<file path="config.mk">
export PLATFORM = sky130hd
export DESIGN_NAME = difftest_commit_monitor
export DESIGN_NICKNAME = d
export VERILOG_FILES = /design/src/rtl/difftest_commit_monitor_pkg.sv /design/src/rtl/commit_compactor.sv /design/src/rtl/difftest_commit_monitor.sv
export SDC_FILE = /design/constraint.sdc
export NUM_CORES = 1
export LEC_CHECK = 0
export ABC_AREA = 1
export BUFFER_PORTS_ARGS = -buffer_cell sky130_fd_sc_hd__buf_2
export CAP_MARGIN = 20
export CORE_AREA = 2 2 238 240
export CTS_CLUSTER_SIZE = 8
export DETAILED_ROUTE_END_ITERATION = 10
export DIE_AREA = 0 0 240 242
export GPL_ROUTABILITY_DRIVEN = 0
export GPL_TIMING_DRIVEN = 0
export HOLD_SLACK_MARGIN = 0.15
export PLACE_DENSITY = 0.63
export SLEW_MARGIN = 20
export SYNTH_ARGS = -nofsm -noshare
export SYNTH_HDL_FRONTEND = slang
export SYNTH_SLANG_ARGS = --single-unit
</file>
<file path="constraint.sdc">
create_clock -name clock -period 3.7 [get_ports clock]
set_clock_uncertainty 0.2 [all_clocks]
set_input_delay 0.37 -clock clock [delete_from_list [all_inputs] [get_ports clock]]
set_output_delay 0.37 -clock clock [all_outputs]
set_load 0.005 [all_outputs]
</file>
<file path="src/rtl/difftest_commit_monitor_pkg.sv">
// difftest_commit_monitor_pkg: halt encoding, trap codes and FSM states shared by the commit monitor
package difftest_commit_monitor_pkg;
  localparam logic [31:0] HALT_INSTR_DEF = 32'h8000_0000;
  localparam logic [7:0] TRAP_GOOD = 8'h00;
  localparam logic [7:0] TRAP_TIMEOUT = 8'hFF;
  typedef enum logic [1:0] {RUN = 2'd0, HALTED = 2'd1, TIMEOUT = 2'd2} state_t;
endpackage

</file>
<file path="src/rtl/commit_compactor.sv">
// commit_compactor: truncates lanes after the first halt, packs valid lanes downward and counts them
module commit_compactor
  import difftest_commit_monitor_pkg::*;
#(
  parameter int COMMIT_WIDTH = 2,
  parameter logic [31:0] HALT_INSTR = HALT_INSTR_DEF,
  localparam int KW = $clog2(COMMIT_WIDTH + 1)
) (
  input  logic [COMMIT_WIDTH-1:0]    valid,
  input  logic [32*COMMIT_WIDTH-1:0] pc,
  input  logic [32*COMMIT_WIDTH-1:0] instr,
  input  logic [COMMIT_WIDTH-1:0]    wreg,
  input  logic [5*COMMIT_WIDTH-1:0]  waddr,
  input  logic [32*COMMIT_WIDTH-1:0] wdata,
  output logic [COMMIT_WIDTH-1:0]    pk_valid,
  output logic [8*COMMIT_WIDTH-1:0]  pk_index,
  output logic [32*COMMIT_WIDTH-1:0] pk_pc,
  output logic [32*COMMIT_WIDTH-1:0] pk_instr,
  output logic [COMMIT_WIDTH-1:0]    pk_wreg,
  output logic [5*COMMIT_WIDTH-1:0]  pk_waddr,
  output logic [32*COMMIT_WIDTH-1:0] pk_wdata,
  output logic [KW-1:0]              k,
  output logic                       halt,
  output logic [31:0]                halt_pc
);
  int n;
  always_comb begin
    pk_valid = '0;
    pk_index = '0;
    pk_pc = '0;
    pk_instr = '0;
    pk_wreg = '0;
    pk_waddr = '0;
    pk_wdata = '0;
    halt = 1'b0;
    halt_pc = '0;
    n = 0;
    for (int i = 0; i < COMMIT_WIDTH; i++) begin
      if (valid[i] && !halt) begin
        for (int j = 0; j < COMMIT_WIDTH; j++) begin
          if (j == n) begin
            pk_valid[j] = 1'b1;
            pk_index[j*8 +: 8] = 8'(j);
            pk_pc[j*32 +: 32] = pc[i*32 +: 32];
            pk_instr[j*32 +: 32] = instr[i*32 +: 32];
            pk_wreg[j] = wreg[i];
            pk_waddr[j*5 +: 5] = waddr[i*5 +: 5];
            pk_wdata[j*32 +: 32] = wdata[i*32 +: 32];
          end
        end
        if (instr[i*32 +: 32] == HALT_INSTR) begin
          halt = 1'b1;
          halt_pc = pc[i*32 +: 32];
        end
        n = n + 1;
      end
    end
    k = KW'(n);
  end
endmodule

</file>
<file path="src/rtl/difftest_commit_monitor.sv">
// difftest_commit_monitor: registered, packed commit stream for difftest with perf counters and a sticky trap.
// Defining COMMIT_WATCHDOG_EN adds a commit-starvation watchdog that traps with code 8'hFF.
module difftest_commit_monitor
  import difftest_commit_monitor_pkg::*;
#(
  parameter int COMMIT_WIDTH = 2,
  parameter logic [31:0] HALT_INSTR = HALT_INSTR_DEF,
  parameter int WDOG_CYCLES = 20000
) (
  input  logic                       clock,
  input  logic                       reset_n,
  input  logic [COMMIT_WIDTH-1:0]    commit_valid_i,
  input  logic [32*COMMIT_WIDTH-1:0] commit_pc_i,
  input  logic [32*COMMIT_WIDTH-1:0] commit_instr_i,
  input  logic [COMMIT_WIDTH-1:0]    commit_wreg_i,
  input  logic [5*COMMIT_WIDTH-1:0]  commit_waddr_i,
  input  logic [32*COMMIT_WIDTH-1:0] commit_wdata_i,
  input  logic [7:0]                 halt_code_i,
  input  logic                       perf_clean_i,
  output logic [COMMIT_WIDTH-1:0]    out_valid_o,
  output logic [8*COMMIT_WIDTH-1:0]  out_index_o,
  output logic [32*COMMIT_WIDTH-1:0] out_pc_o,
  output logic [32*COMMIT_WIDTH-1:0] out_instr_o,
  output logic [COMMIT_WIDTH-1:0]    out_wreg_o,
  output logic [5*COMMIT_WIDTH-1:0]  out_waddr_o,
  output logic [32*COMMIT_WIDTH-1:0] out_wdata_o,
  output logic [63:0]                cycle_cnt_o,
  output logic [63:0]                instr_cnt_o,
  output logic                       trap_valid_o,
  output logic [7:0]                 trap_code_o,
  output logic [31:0]                trap_pc_o
);
  localparam int KW = $clog2(COMMIT_WIDTH + 1);
  state_t state, state_nxt;
  logic run, halt, timeout;
  logic [31:0] halt_pc, timeout_pc;
  logic [KW-1:0] k;
  logic [COMMIT_WIDTH-1:0] act_valid, pk_valid, pk_wreg;
  logic [8*COMMIT_WIDTH-1:0] pk_index;
  logic [5*COMMIT_WIDTH-1:0] pk_waddr;
  logic [32*COMMIT_WIDTH-1:0] pk_pc, pk_instr, pk_wdata;
  assign run = state == RUN;
  // Terminal states see no commits, so packed data, k and halt all go quiet there
  assign act_valid = run ? commit_valid_i : '0;
  commit_compactor #(.COMMIT_WIDTH(COMMIT_WIDTH), .HALT_INSTR(HALT_INSTR)) u_compactor (
    .valid(act_valid), .pc(commit_pc_i), .instr(commit_instr_i), .wreg(commit_wreg_i),
    .waddr(commit_waddr_i), .wdata(commit_wdata_i), .pk_valid(pk_valid), .pk_index(pk_index),
    .pk_pc(pk_pc), .pk_instr(pk_instr), .pk_wreg(pk_wreg), .pk_waddr(pk_waddr),
    .pk_wdata(pk_wdata), .k(k), .halt(halt), .halt_pc(halt_pc)
  );
`ifdef COMMIT_WATCHDOG_EN
  logic [31:0] wdog, last_pc, pk_last_pc;
  always_comb begin
    pk_last_pc = last_pc;
    for (int j = 0; j < COMMIT_WIDTH; j++) pk_last_pc = pk_valid[j] ? pk_pc[j*32 +: 32] : pk_last_pc;
  end
  assign timeout = run && k == '0 && wdog == 32'(WDOG_CYCLES);
  assign timeout_pc = last_pc;
  always_ff @(posedge clock) begin
    if (!reset_n) begin
      wdog <= '0;
      last_pc <= '0;
    end else if (run) begin
      wdog <= k != '0 ? '0 : wdog + 32'd1;
      last_pc <= pk_last_pc;
    end
  end
`else
  logic unused_wdog;
  assign unused_wdog = WDOG_CYCLES == 0;
  assign timeout = 1'b0;
  assign timeout_pc = '0;
`endif
  always_ff @(posedge clock) state <= !reset_n ? RUN : state_nxt;
  always_comb state_nxt = halt ? HALTED : (timeout ? TIMEOUT : state);
  always_ff @(posedge clock) begin
    if (!reset_n) begin
      out_valid_o <= '0;
      out_index_o <= '0;
      out_pc_o <= '0;
      out_instr_o <= '0;
      out_wreg_o <= '0;
      out_waddr_o <= '0;
      out_wdata_o <= '0;
      cycle_cnt_o <= '0;
      instr_cnt_o <= '0;
      trap_valid_o <= 1'b0;
      trap_code_o <= TRAP_GOOD;
      trap_pc_o <= '0;
    end else begin
      out_valid_o <= pk_valid;
      out_index_o <= pk_index;
      out_pc_o <= pk_pc;
      out_instr_o <= pk_instr;
      out_wreg_o <= pk_wreg;
      out_waddr_o <= pk_waddr;
      out_wdata_o <= pk_wdata;
      cycle_cnt_o <= perf_clean_i ? '0 : cycle_cnt_o + 64'(run);
      instr_cnt_o <= perf_clean_i ? '0 : instr_cnt_o + 64'(k);
      if (halt || timeout) begin
        trap_valid_o <= 1'b1;
        trap_code_o <= halt ? halt_code_i : TRAP_TIMEOUT;
        trap_pc_o <= halt ? halt_pc : timeout_pc;
      end
    end
  end
endmodule
</file>
==> metrics.md <==
| Metric | Value |
|---|---|
| Max H-tree Level | `2` |
| DRC violations left | `0` |
| Worst slack at placement | `-1.05 ns` |
| Total routed wirelength | `78200 um` |
| Layout cells sized above 1 | `23.5%` |
| Critical Setup Path Class | `reg -> reg` |
| Worst setup margin | `0.289 ns` |
| Number of max-cap violations | `0` |
| Synth warn | `0` |
| Placed Area | `20300 um^2` |
| R2r startpoint | `trap_valid_o$_SDFFE_PN0P_` |
| Remaining Overflow, GRT | `0` |
| Tightest Pin Transition | `1.00 ns` |
| Final HPWL DP | `57300 um` |
| Synth top area share | `46.0%` |
| Gr usage total | `25.7%` |
| CTS tree | `done` |
| Final Cell Area | `24200 um^2` |
| FFs w/ async S/R, synth | `0%` |
| CP max FO | `19` |
| Via/cell ratio | `4.85` |
| Deepest clock path buffer count | `3` |
| FMAX | `293 MHz` |
| RR Endpoint | `instr_cnt_o[62]$_SDFF_PP0_` |
| Root buf cell | `clkbuf_16` |
| Leakage Power | `10.9 nW` |
| Synthesis-to-layout area growth | `48.3%` |
| 1st-iter DRT viols | `1334` |
| Synth top cells by count | `477 x nor2_1, 390 x nand2_1, 375 x dfxtp_1` |
| RSZ-0062 raised after global routing | `false` |
| Min cycle time layout | `3.41 ns` |
| Die Y-Extent | `242 um` |
| Setup crit end | `instr_cnt_o[62]$_SDFF_PP0_` |
| Core Footprint | `55700 um^2` |
| Post-Syn Instances | `2305` |
| Antenna viol nets, final | `0` |
| Top Ports | `608` |
| Peak VDD IR | `0.000310 V` |
| Die W | `240 um` |
| Via count | `19.3k` |
| Die area | `58100 um^2` |
| Synth Flop Type | `dfxtp_1` |
| Max Slew Vio Count | `0` |
| Clock slew at reported path FFs | `0.06 ns` |
| Crit path from | `trap_valid_o$_SDFFE_PN0P_` |
| R2R depth | `18` |
| Number of global-route vias before repair | `18.8k` |
| Final Cycle Share | `92.2%` |
| Seq/Total Area, Yosys | `46.0%` |
| Insertion delay to the later sink of the worst-skew pair | `0.61 ns` |
| Most frequent cell after synthesis | `nor2_1` |
| Largest net degree at the start of global routing | `20` |
| Avg Inst Size Synth | `7.08 um^2` |
| Startpoint types | `flop` |
| Cell Area, Synth | `16300 um^2` |
| Port Buffers | `592` |
| Antenna violations before repair | `2` |
| Hold Fails Final Rpt | `0` |
| Worst Hold Class | `in -> reg` |
| EDFF count, synth | `0` |
| Seq cells post-synth | `375` |
| Nets@finish | `3430` |
| Status | `completed` |
| CP arrival | `3.66 ns` |
| Cell Pwr Density | `396 nW/um^2` |
| Critical Path RT | `3.95 ns` |
| Row cnt | `87` |
| Initial Utilization | `29.3%` |
| Fill cells | `5638` |
| Critical Path Sink Type | `flop` |
| Netlist cell types | `40` |
| CTS Buf Count | `53` |
| TritonRoute pass-1 iters | `6` |
| Max_slew headroom | `33.2%` |
| Finish-stage setup viols | `0` |
| Routed len/inst | `19.7 um` |
| Yosys top cell by area | `dfxtp_1` |
| Leading post-synthesis cells by cell area | `dfxtp_1 46%, nor2_1 11%, nand2_1 9.0%` |
| Sink Count | `375` |
| Reg2reg setup slack | `0.29 ns` |
| First-pass GRT wire length | `113000 um` |
## how the worst min path moves through the flow
stage                                            from                           to  slack (ns)  cells past startpoint
after CTS                           commit_valid_i[1]    out_valid_o[0]$_SDFF_PN0_        0.22                      6
after global placement    trap_code_o[6]$_SDFFE_PN0P_  trap_code_o[6]$_SDFFE_PN0P_        0.25                      2
final                               commit_valid_i[1]    out_valid_o[0]$_SDFF_PN0_        0.24                      6
after global routing                commit_valid_i[1]    out_valid_o[0]$_SDFF_PN0_        0.25                      6
after floorplan           trap_code_o[0]$_SDFFE_PN0P_  trap_code_o[0]$_SDFFE_PN0P_        0.26                      2
after detailed placement  trap_code_o[0]$_SDFFE_PN0P_  trap_code_o[0]$_SDFFE_PN0P_        0.25                      2
## repair_timing
item / CTS / global route
hold endpoints to repair: 251 / 0
hold buffers: 241 / 0
endpoints found under the setup margin: 53 / 17
resized for setup: 15 / 6
setup buffers: 1 / 0
pin swaps: 0 / 1
## cell usage in the layout (no fill, tap or decap), types with 35 or more instances in the layout
master | netlist | routed
buf_2 | 19 | 608
clkbuf_1 | 48 | 53
inv_1 | 303 | 302
clkbuf_16 | 0 | 53
nand3_1 | 147 | 146
dlygate4sd3_1 | 0 | 241
a32oi_1 | 70 | 70
nand4_1 | 80 | 80
nor3_1 | 59 | 59
o21ai_0 | 35 | 35
dfxtp_1 | 375 | 375
nor2_1 | 477 | 472
a21oi_1 | 140 | 140
nand2_1 | 390 | 388
## per-layer routing
layer	up-vias	track usage, %	wire length, um
li1	9155	-	-
met1	8810	29.0	29600
met2	1048	42.8	35800
met3	263	6.45	6890
met4	2	17.1	5900
met5	-	0	13
## power by group
part	switching, mW	internal [mW]
registers	0.0284	4.14
logic	0.526	0.437
clock network	1.87	2.58
## layout make-up
type                       instances  area (um^2)  area share [%]
antenna                            1         2.50          0.0103
buffer                           109          581            2.40
clock buffer                      60         1370            5.67
clock inverter                     3         66.3           0.274
inverter                         319         1200            4.96
multi-input combinational       1515         7160            29.6
sequential                       375         7510            31.0
tap                              756          946            3.91
timing repair buffer             834         5380            22.2
## sequential cells by signal, summed over array words and instances (netlist names), 2 cells and up
signal and cells:
out_waddr_o 10, out_instr_o 64, trap_pc_o 32, out_wdata_o 64, cycle_cnt_o 64, instr_cnt_o 64
trap_code_o 8, out_wreg_o 2, out_pc_o 64
## through the flow
stage                     total power [mW]  util (%)  cells  setup TNS [ns]  hold slack (ns)
after floorplan                       4.53         -   2319               0            0.256
after global placement                4.95      36.4   3667          -27.78            0.246
after detailed placement              4.95      36.4   3667          -28.18            0.252
after CTS                             9.59      43.4   3971               0            0.216
after global routing                  9.88      43.4   3972               0            0.254
final                                 9.58      43.4   3972               0            0.238
## logic make-up (layout without fill, tap and decap cells)
kind of cell / Yosys count / count (layout) / synth area share, %
AOI/OAI and AO/OA: 253 / 253 / 9.50
xor gates and xnor gates: 16 / 16 / 0.858
adders and majority gates: 6 / 6 / 0.506
buffers and inverters: 429 / 1325 / 10.8
DFF: 375 / 375 / 46.0
other: 1 / 16 / 0.0230
and+or+nand+nor: 1225 / 1225 / 32.3
## critical path, stage by stage (launching register included)
cell and delay (ns):
dfxtp_1 0.35, nor2_2 0.17, buf_6 0.14, buf_12 0.17, inv_1 0.12, ha_4 0.30, ha_2 0.20, inv_1 0.06
fa_2 0.38, inv_1 0.09, nand3_2 0.12, nor2_2 0.14, inv_1 0.11, nor2_2 0.16, inv_1 0.14, nor2_2 0.17
nand3_1 0.09, nand2_1 0.07, a21oi_1 0.05
(Power assumes the default switching activity.)
